$ cat src/rtl/accelerator_tensor_pkg.sv
// ---------------------------------------------------------------------------
// accelerator_tensor_pkg : shared types and helpers for the tensor feeder
// Revision 1.0
// ---------------------------------------------------------------------------
`default_nettype none

package accelerator_tensor_pkg;

  typedef enum logic [2:0] {
    STARTER = 3'd0,
    FETCH   = 3'd1,
    CAPTURE = 3'd2,
    HOLD    = 3'd3,
    ENDER   = 3'd4
  } state_t;

  localparam logic [63:0] ZERO_DATA = 64'd0;
  localparam logic [63:0] ONE_DATA  = 64'd1;

  typedef struct packed {
    logic i_en;
    logic j_en;
    logic k_en;
  } strobe_t;

  // K marks every element, J the start of a row, I the start of a slice.
  function automatic strobe_t strobe_rule(input logic capture,
                                          input logic first_j,
                                          input logic first_i);
    strobe_t s;
    s.k_en = capture;
    s.j_en = capture & first_j;
    s.i_en = capture & first_i;
    return s;
  endfunction

endpackage

`default_nettype wire

$ cat src/rtl/accelerator_tensor_index_counter.sv
// ---------------------------------------------------------------------------
// accelerator_tensor_index_counter : i/j/k nested counter with linear offset
// Revision 1.0
// ---------------------------------------------------------------------------
`default_nettype none

module accelerator_tensor_index_counter
  import accelerator_tensor_pkg::*;
#(
  parameter int DATA_SIZE = 64
) (
  input  logic                 clk_i,
  input  logic                 rst_i,
  input  logic                 clear_i,
  input  logic                 advance_i,
  input  logic [DATA_SIZE-1:0] size_i_i,
  input  logic [DATA_SIZE-1:0] size_j_i,
  input  logic [DATA_SIZE-1:0] size_k_i,
  output logic [DATA_SIZE-1:0] n_o,
  output logic                 first_j_o,
  output logic                 first_i_o,
  output logic                 last_o
);

  localparam logic [DATA_SIZE-1:0] ZERO = DATA_SIZE'(ZERO_DATA);
  localparam logic [DATA_SIZE-1:0] ONE  = DATA_SIZE'(ONE_DATA);

  logic [DATA_SIZE-1:0] i_q, i_d;
  logic [DATA_SIZE-1:0] j_q, j_d;
  logic [DATA_SIZE-1:0] k_q, k_d;
  logic [DATA_SIZE-1:0] n_q, n_d;
  logic                 i_last, j_last, k_last;

  assign i_last = (i_q == size_i_i - ONE);
  assign j_last = (j_q == size_j_i - ONE);
  assign k_last = (k_q == size_k_i - ONE);

  always_comb begin
    i_d = i_q;
    j_d = j_q;
    k_d = k_q;
    n_d = n_q;
    if (clear_i) begin
      i_d = ZERO;
      j_d = ZERO;
      k_d = ZERO;
      n_d = ZERO;
    end else if (advance_i) begin
      // n tracks (i*SJ + j)*SK + k incrementally, so no multiplier is needed.
      n_d = n_q + ONE;
      if (k_last) begin
        k_d = ZERO;
        if (j_last) begin
          j_d = ZERO;
          i_d = i_q + ONE;
        end else begin
          j_d = j_q + ONE;
        end
      end else begin
        k_d = k_q + ONE;
      end
    end
  end

  always_ff @(posedge clk_i) begin
    if (rst_i) begin
      i_q <= ZERO;
      j_q <= ZERO;
      k_q <= ZERO;
      n_q <= ZERO;
    end else begin
      i_q <= i_d;
      j_q <= j_d;
      k_q <= k_d;
      n_q <= n_d;
    end
  end

  assign n_o       = n_q;
  assign first_j_o = (k_q == ZERO);
  assign first_i_o = (k_q == ZERO) && (j_q == ZERO);
  assign last_o    = i_last && j_last && k_last;

endmodule

`default_nettype wire

$ cat src/rtl/accelerator_tensor_float_feeder.sv
// ---------------------------------------------------------------------------
// accelerator_tensor_float_feeder : walks A/B tensors in memory, feeds pairs
// Revision 1.0
// ---------------------------------------------------------------------------
`default_nettype none

module accelerator_tensor_float_feeder
  import accelerator_tensor_pkg::*;
#(
  parameter int DATA_SIZE    = 64,
  parameter int CONTROL_SIZE = 4
) (
  input  logic                 CLK,
  input  logic                 RST,
  input  logic                 START,
  output logic                 READY,
  input  logic [DATA_SIZE-1:0] SIZE_I_IN,
  input  logic [DATA_SIZE-1:0] SIZE_J_IN,
  input  logic [DATA_SIZE-1:0] SIZE_K_IN,
  input  logic [DATA_SIZE-1:0] BASE_A_IN,
  input  logic [DATA_SIZE-1:0] BASE_B_IN,
  output logic                 RD_ENABLE,
  output logic [DATA_SIZE-1:0] ADDR_A_OUT,
  output logic [DATA_SIZE-1:0] ADDR_B_OUT,
  input  logic [DATA_SIZE-1:0] RD_DATA_A_IN,
  input  logic [DATA_SIZE-1:0] RD_DATA_B_IN,
  input  logic                 NEXT_IN,
  output logic [DATA_SIZE-1:0] DATA_A_OUT,
  output logic [DATA_SIZE-1:0] DATA_B_OUT,
  output logic                 DATA_OUT_I_ENABLE,
  output logic                 DATA_OUT_J_ENABLE,
  output logic                 DATA_OUT_K_ENABLE
);

  localparam logic [DATA_SIZE-1:0] ZERO = DATA_SIZE'(ZERO_DATA);

  // The control field width only has to hold the 3-bit state code.
  if (CONTROL_SIZE < 3) begin : g_control_size_narrow
  end

  state_t               state_q, state_d;
  logic [DATA_SIZE-1:0] size_i_q, size_j_q, size_k_q;
  logic [DATA_SIZE-1:0] base_a_q, base_b_q;
  logic [DATA_SIZE-1:0] data_a_q, data_b_q;
  logic [DATA_SIZE-1:0] n_cnt;
  logic                 latch, advance, capture;
  logic                 first_j, first_i, last_elem;
  logic                 any_size_zero;
  strobe_t              strobe;

  accelerator_tensor_index_counter #(
    .DATA_SIZE (DATA_SIZE)
  ) u_index_counter (
    .clk_i     (CLK),
    .rst_i     (RST),
    .clear_i   (latch),
    .advance_i (advance),
    .size_i_i  (size_i_q),
    .size_j_i  (size_j_q),
    .size_k_i  (size_k_q),
    .n_o       (n_cnt),
    .first_j_o (first_j),
    .first_i_o (first_i),
    .last_o    (last_elem)
  );

  assign any_size_zero = (SIZE_I_IN == ZERO) || (SIZE_J_IN == ZERO) ||
                         (SIZE_K_IN == ZERO);

  always_comb begin
    state_d   = state_q;
    latch     = 1'b0;
    advance   = 1'b0;
    capture   = 1'b0;
    RD_ENABLE = 1'b0;
    READY     = 1'b0;
    unique case (state_q)
      STARTER: begin
        if (START) begin
          latch   = 1'b1;
          state_d = any_size_zero ? ENDER : FETCH;
        end
      end
      FETCH: begin
        RD_ENABLE = 1'b1;
        state_d   = CAPTURE;
      end
      CAPTURE: begin
        capture = 1'b1;
        state_d = HOLD;
      end
      HOLD: begin
        if (NEXT_IN) begin
          if (last_elem) begin
            state_d = ENDER;
          end else begin
            advance = 1'b1;
            state_d = FETCH;
          end
        end
      end
      ENDER: begin
        READY   = 1'b1;
        state_d = STARTER;
      end
      default: state_d = STARTER;
    endcase
  end

  always_ff @(posedge CLK) begin
    if (RST) begin
      state_q  <= STARTER;
      size_i_q <= ZERO;
      size_j_q <= ZERO;
      size_k_q <= ZERO;
      base_a_q <= ZERO;
      base_b_q <= ZERO;
      data_a_q <= ZERO;
      data_b_q <= ZERO;
    end else begin
      state_q <= state_d;
      if (latch) begin
        size_i_q <= SIZE_I_IN;
        size_j_q <= SIZE_J_IN;
        size_k_q <= SIZE_K_IN;
        base_a_q <= BASE_A_IN;
        base_b_q <= BASE_B_IN;
      end
      if (capture) begin
        data_a_q <= RD_DATA_A_IN;
        data_b_q <= RD_DATA_B_IN;
      end
    end
  end

  // Address wrap past 2^DATA_SIZE is intentional and silent.
  assign ADDR_A_OUT = base_a_q + n_cnt;
  assign ADDR_B_OUT = base_b_q + n_cnt;
  assign DATA_A_OUT = data_a_q;
  assign DATA_B_OUT = data_b_q;

  assign strobe            = strobe_rule(capture, first_j, first_i);
  assign DATA_OUT_I_ENABLE = strobe.i_en;
  assign DATA_OUT_J_ENABLE = strobe.j_en;
  assign DATA_OUT_K_ENABLE = strobe.k_en;

endmodule

`default_nettype wire

$ cat config.mk
export PLATFORM = sky130hd
export DESIGN_NAME = accelerator_tensor_float_feeder
export DESIGN_NICKNAME = d
export VERILOG_FILES = /design/src/rtl/accelerator_tensor_pkg.sv /design/src/rtl/accelerator_tensor_index_counter.sv /design/src/rtl/accelerator_tensor_float_feeder.sv
export SDC_FILE = /design/constraint.sdc
export NUM_CORES = 2
export LEC_CHECK = 0
export ABC_AREA = 1
export CAP_MARGIN = 20
export CORE_AREA = 8 8 300 302
export DETAILED_ROUTE_END_ITERATION = 8
export DIE_AREA = 0 0 308 310
export GPL_TIMING_DRIVEN = 1
export HOLD_SLACK_MARGIN = 0.02
export PLACE_DENSITY = 0.87
export SETUP_SLACK_MARGIN = 0.02
export SYNTH_ARGS = -nofsm -noshare
export SYNTH_HDL_FRONTEND = slang
export SYNTH_SLANG_ARGS = --single-unit
export TNS_END_PERCENT = 50
$ cat constraint.sdc
create_clock -name CLK -period 9.3 [get_ports CLK]
set_input_delay 0.93 -clock CLK [delete_from_list [all_inputs] [get_ports CLK]]
set_output_delay 0.93 -clock CLK [all_outputs]
set_load 0.05 [all_outputs]
==> impl_results.md <==
* NumNets Final at 9503
* Total count of max-transition violations in the final report at 0
* DRT iter0 DRCs at 8274
* Clock transition at the registers of the reported paths at 0.06 ns
* Largest voltage drop on the vdd net at 202.4 µV
* Xor/xnor cell area share of the yosys netlist at 9.319%
* Post-route DRC at 0
* Via-per-instance ratio at 6.010
* H-tree levels at 3
* Kind of critical path: reg2out
* Share of flip-flops with an asynchronous set or reset after synthesis at 0%
* Yosys warning total at 0
* Fin Clk Skew at 0.03144 ns
* Sequential cell area fraction in the yosys report at 27.57%
* Worst path max stage delay at 0.81 ns
* Crit path top cell by count: nand2_1
* Share of cell area taken by muxes after synthesis at 0%
* Final Util at 72.20%
* Post-CTS sizing at 0
* GR Overflow Total at 0
* Power density over the cells at 201.9 mW/mm²
* Area of the die at 0.09548 mm²
* Number of synthesized register bits at 707
* Routed Antenna Nets at 0
* RD Place Congestion at 1.094
* Cell-by-cell trace of the critical path: ha_1 -> inv_1 -> fa_1 -> inv_1 -> nand3_1 -> nand2_1 -> a21oi_1 -> o21ai_0 -> a21oi_1 -> o21ai_0 -> a21oi_1 -> o21ai_0 -> a21oi_1 -> o21ai_0 -> nand2_1 -> nand2_1 -> nand2_1 -> nand2_1 -> clkdlybuf4s50_1
* Leakage at 0.02535 µW
* WL/cell at 21.27 µm
* Number of violations of the max-capacitance limit at 0
* EDFF count, synth at 0
* CP startpoint kind: flip-flop
* Data required, critical path at 8.37 ns
* Number of buffers created by CTS at 81
* Die height at 310 µm
* Most common cell after layout, fill and taps aside: nand2_1
* Number of different library cells in the post-synthesis netlist at 54
* TritonCTS clock tree: done
* Result of the run: finished, final reports clean
* Hold_buf cts at 0
* Number of nets produced by synthesis at 9014
* Global-route wire length before repair at 325000 µm
* Cell count after synthesis at 8425
* Clock network latency to the later pin of the worst-skew pair at 0.69 ns
* Clock root cell: clkbuf_16
* Core area at 0.08567 mm²
* Overall track demand over capacity in global routing at 42.73%
* Post-layout minimum cycle time at 7.030 ns
* Maximum buffer depth of the clock tree at 3
* Synth Area in Compound Gates at 15.50%
* Combinational family with the most area after synthesis: simple AND/OR/NAND/NOR gates
* Die width at 308 µm
* Achievable Freq at 142.2 MHz
* CP max-delay cell: clkdlybuf4s50_1
* Total Negative Setup Slacks at 0 ns
* Maximum number of pins on one net before global-route repair at 256
* Fraction of layout instances using a drive strength above 1 at 2.494%
* Final clock period utilization by the worst path at 75.60%
* Post-synthesis average cell area at 6.093 µm²
* Initial antenna violation count at 12
* Arrival time at the worst endpoint at 6.10 ns
* Number of ports placed on the die boundary at 713
* Kind of path behind the tightest hold check: reg2reg
* Number of global-route vias before repair at 57270
* I/O Buffers at 712
* Initial DRT Pass Iterations at 8
* Adder and majority gate portion of the synthesized area at 3.369%
* Final setup viols at 0
* Number of post-CTS setup repair buffers at 0
* Routed Wire Length at 215800 µm
* Measured slew at the worst slew-check pin at 1.200 ns
* CP endpoint kind: output port
* Area growth syn-to-layout at 20.51%
* Via total after detailed routing at 60970
* Final number of hold-violating endpoints at 0
* Initial core utilization at 59.92%
* Relative slew margins at 19.99%
* RSZ-0062 raised after global routing: no
* Peak fanout along the critical path at 7
* Post-Synthesis Cell Area at 0.05133 mm²
* Top library cells by usage in the layout, fill and taps aside: nand2_1, nor2_1, inv_1, a21oi_1, clkdlybuf4s50_1
* Most used DFF post-synth: dfxtp_1
* Fraction of the mapped netlist area in simple logic gates at 34.09%
* Number of clock sinks seen by CTS at 707
* Hold slack final at 0.4529 ns
* Placed wire-length estimate after detailed placement at 166100 µm
* # rows at 108
-- worst max-delay path, delay by kind of cell (launching register included) --
family	cells	cell delay, ns
AO/OA/AOI/OAI	8	2.79
adder cells (fa/ha/maj)	2	0.63
flip-flops	1	0.45
buffers and inverters	3	0.96
AND/OR/NAND/NOR	6	0.57
-- power breakdown --
part           internal [µW]  switching, µW  leakage [µW]
Sequential              3470            418       0.00578
Clock                   2180           1500       0.00145
Combinational           1500           3420        0.0181
Total                   7150           5340        0.0254
-- kinds of logic (layout without fill, tap and decap cells) --
logic type	count (synthesis)	count (layout)
buf+inv	1350	1906
flops	707	707
other cells	0	9
xor+xnor	543	543
simple gates	4150	4150
fa+ha+maj	137	137
compound gates	1538	1538
-- metrics by stage --
stage / cell area [µm²] / power (µW) / setup WS, ns / cells
2_1_floorplan: 51330 / 7027 / 4.676 / 8425
3_3_place_gp: 58780 / 8584 / 3.305 / 9984
3_5_place_dp: 58780 / 8671 / 3.270 / 9984
4_1_cts: 61790 / 12350 / 2.445 / 10130
5_1_grt: 61850 / 12990 / 2.013 / 10140
6_report: 61860 / 12490 / 2.270 / 10150
-- cells in the mapped netlist (4+ instances only) --
cell       count  area [µm²]
nor4_1       145       907.1
inv_2         10       37.54
buf_4         21       157.7
buf_2         23       115.1
ha_1         135        1689
a31oi_1       75       469.2
nor3b_1        4       30.03
nand2_1     1799        6753
and2_1         9       56.30
buf_6          5       56.30
xnor2_1      114       998.5
a21o_1         4       30.03
inv_1       1007        3780
a21oi_1      790        3954
nand3b_1      27       202.7
clkbuf_1     273        1025
a21boi_0      13       97.59
a221oi_1       4       35.03
nand4_1      253        1583
o221ai_1       4       35.03
buf_1         11       41.29
nor2_1      1390        5218
o2111ai_1      5       43.79
nor2_4         4       45.04
nor2_2        21       131.4
o21ai_0      564        2823
nand3_1      325        1627
o21a_1        14       105.1
dfxtp_1      707       14150
o21ai_1       51       255.2
or2_2          6       37.54
xor2_1       427        3740
nor3_1       154       770.7
-- routing by layer --
| layer | GRT usage (%) | wire length (µm) |
|---|---|---|
| met5 | 0.7580 | 133 |
| met4 | 21.65 | 13190 |
| met3 | 10.26 | 25020 |
| met2 | 69.15 | 96180 |
| met1 | 52.98 | 81250 |
-- state kept, by name (all words and copies together), names as in the netlist --
| signal | flops |
|---|---|
| u_index_counter.i_q | 64 |
| DATA_B_OUT | 64 |
| base_b_q | 64 |
| size_j_q | 64 |
| size_k_q | 64 |
| u_index_counter.n_o | 64 |
| state_q | 3 |
| u_index_counter.j_q | 64 |
| u_index_counter.k_q | 64 |
| base_a_q | 64 |
| DATA_A_OUT | 64 |
| size_i_q | 64 |
-- worst paths after layout --
check / startpoint / endpoint / slack, ns / cells after the start
max reg2reg: size_j_q[5] / u_index_counter.k_q[24] / 3.29 / 20
min reg2reg: base_b_q[25] / base_b_q[25] / 0.45 / 2
min: base_b_q[25] / base_b_q[25] / 0.45 / 2
max: u_index_counter.n_o[0] / ADDR_A_OUT[54] / 2.27 / 19
-- cell type report --
type | count | area (µm²)
multi-input cells | 6368 | 32010
fillers | 7215 | 23820
flip-flops and latches | 707 | 14150
repair buffers | 739 | 7385
inverters | 1017 | 3827
clock buffers | 100 | 2200
well taps | 1155 | 1445
clock inverters | 50 | 810.8
diodes | 9 | 22.52
Note: power is estimated with default switching activity, not from simulation.
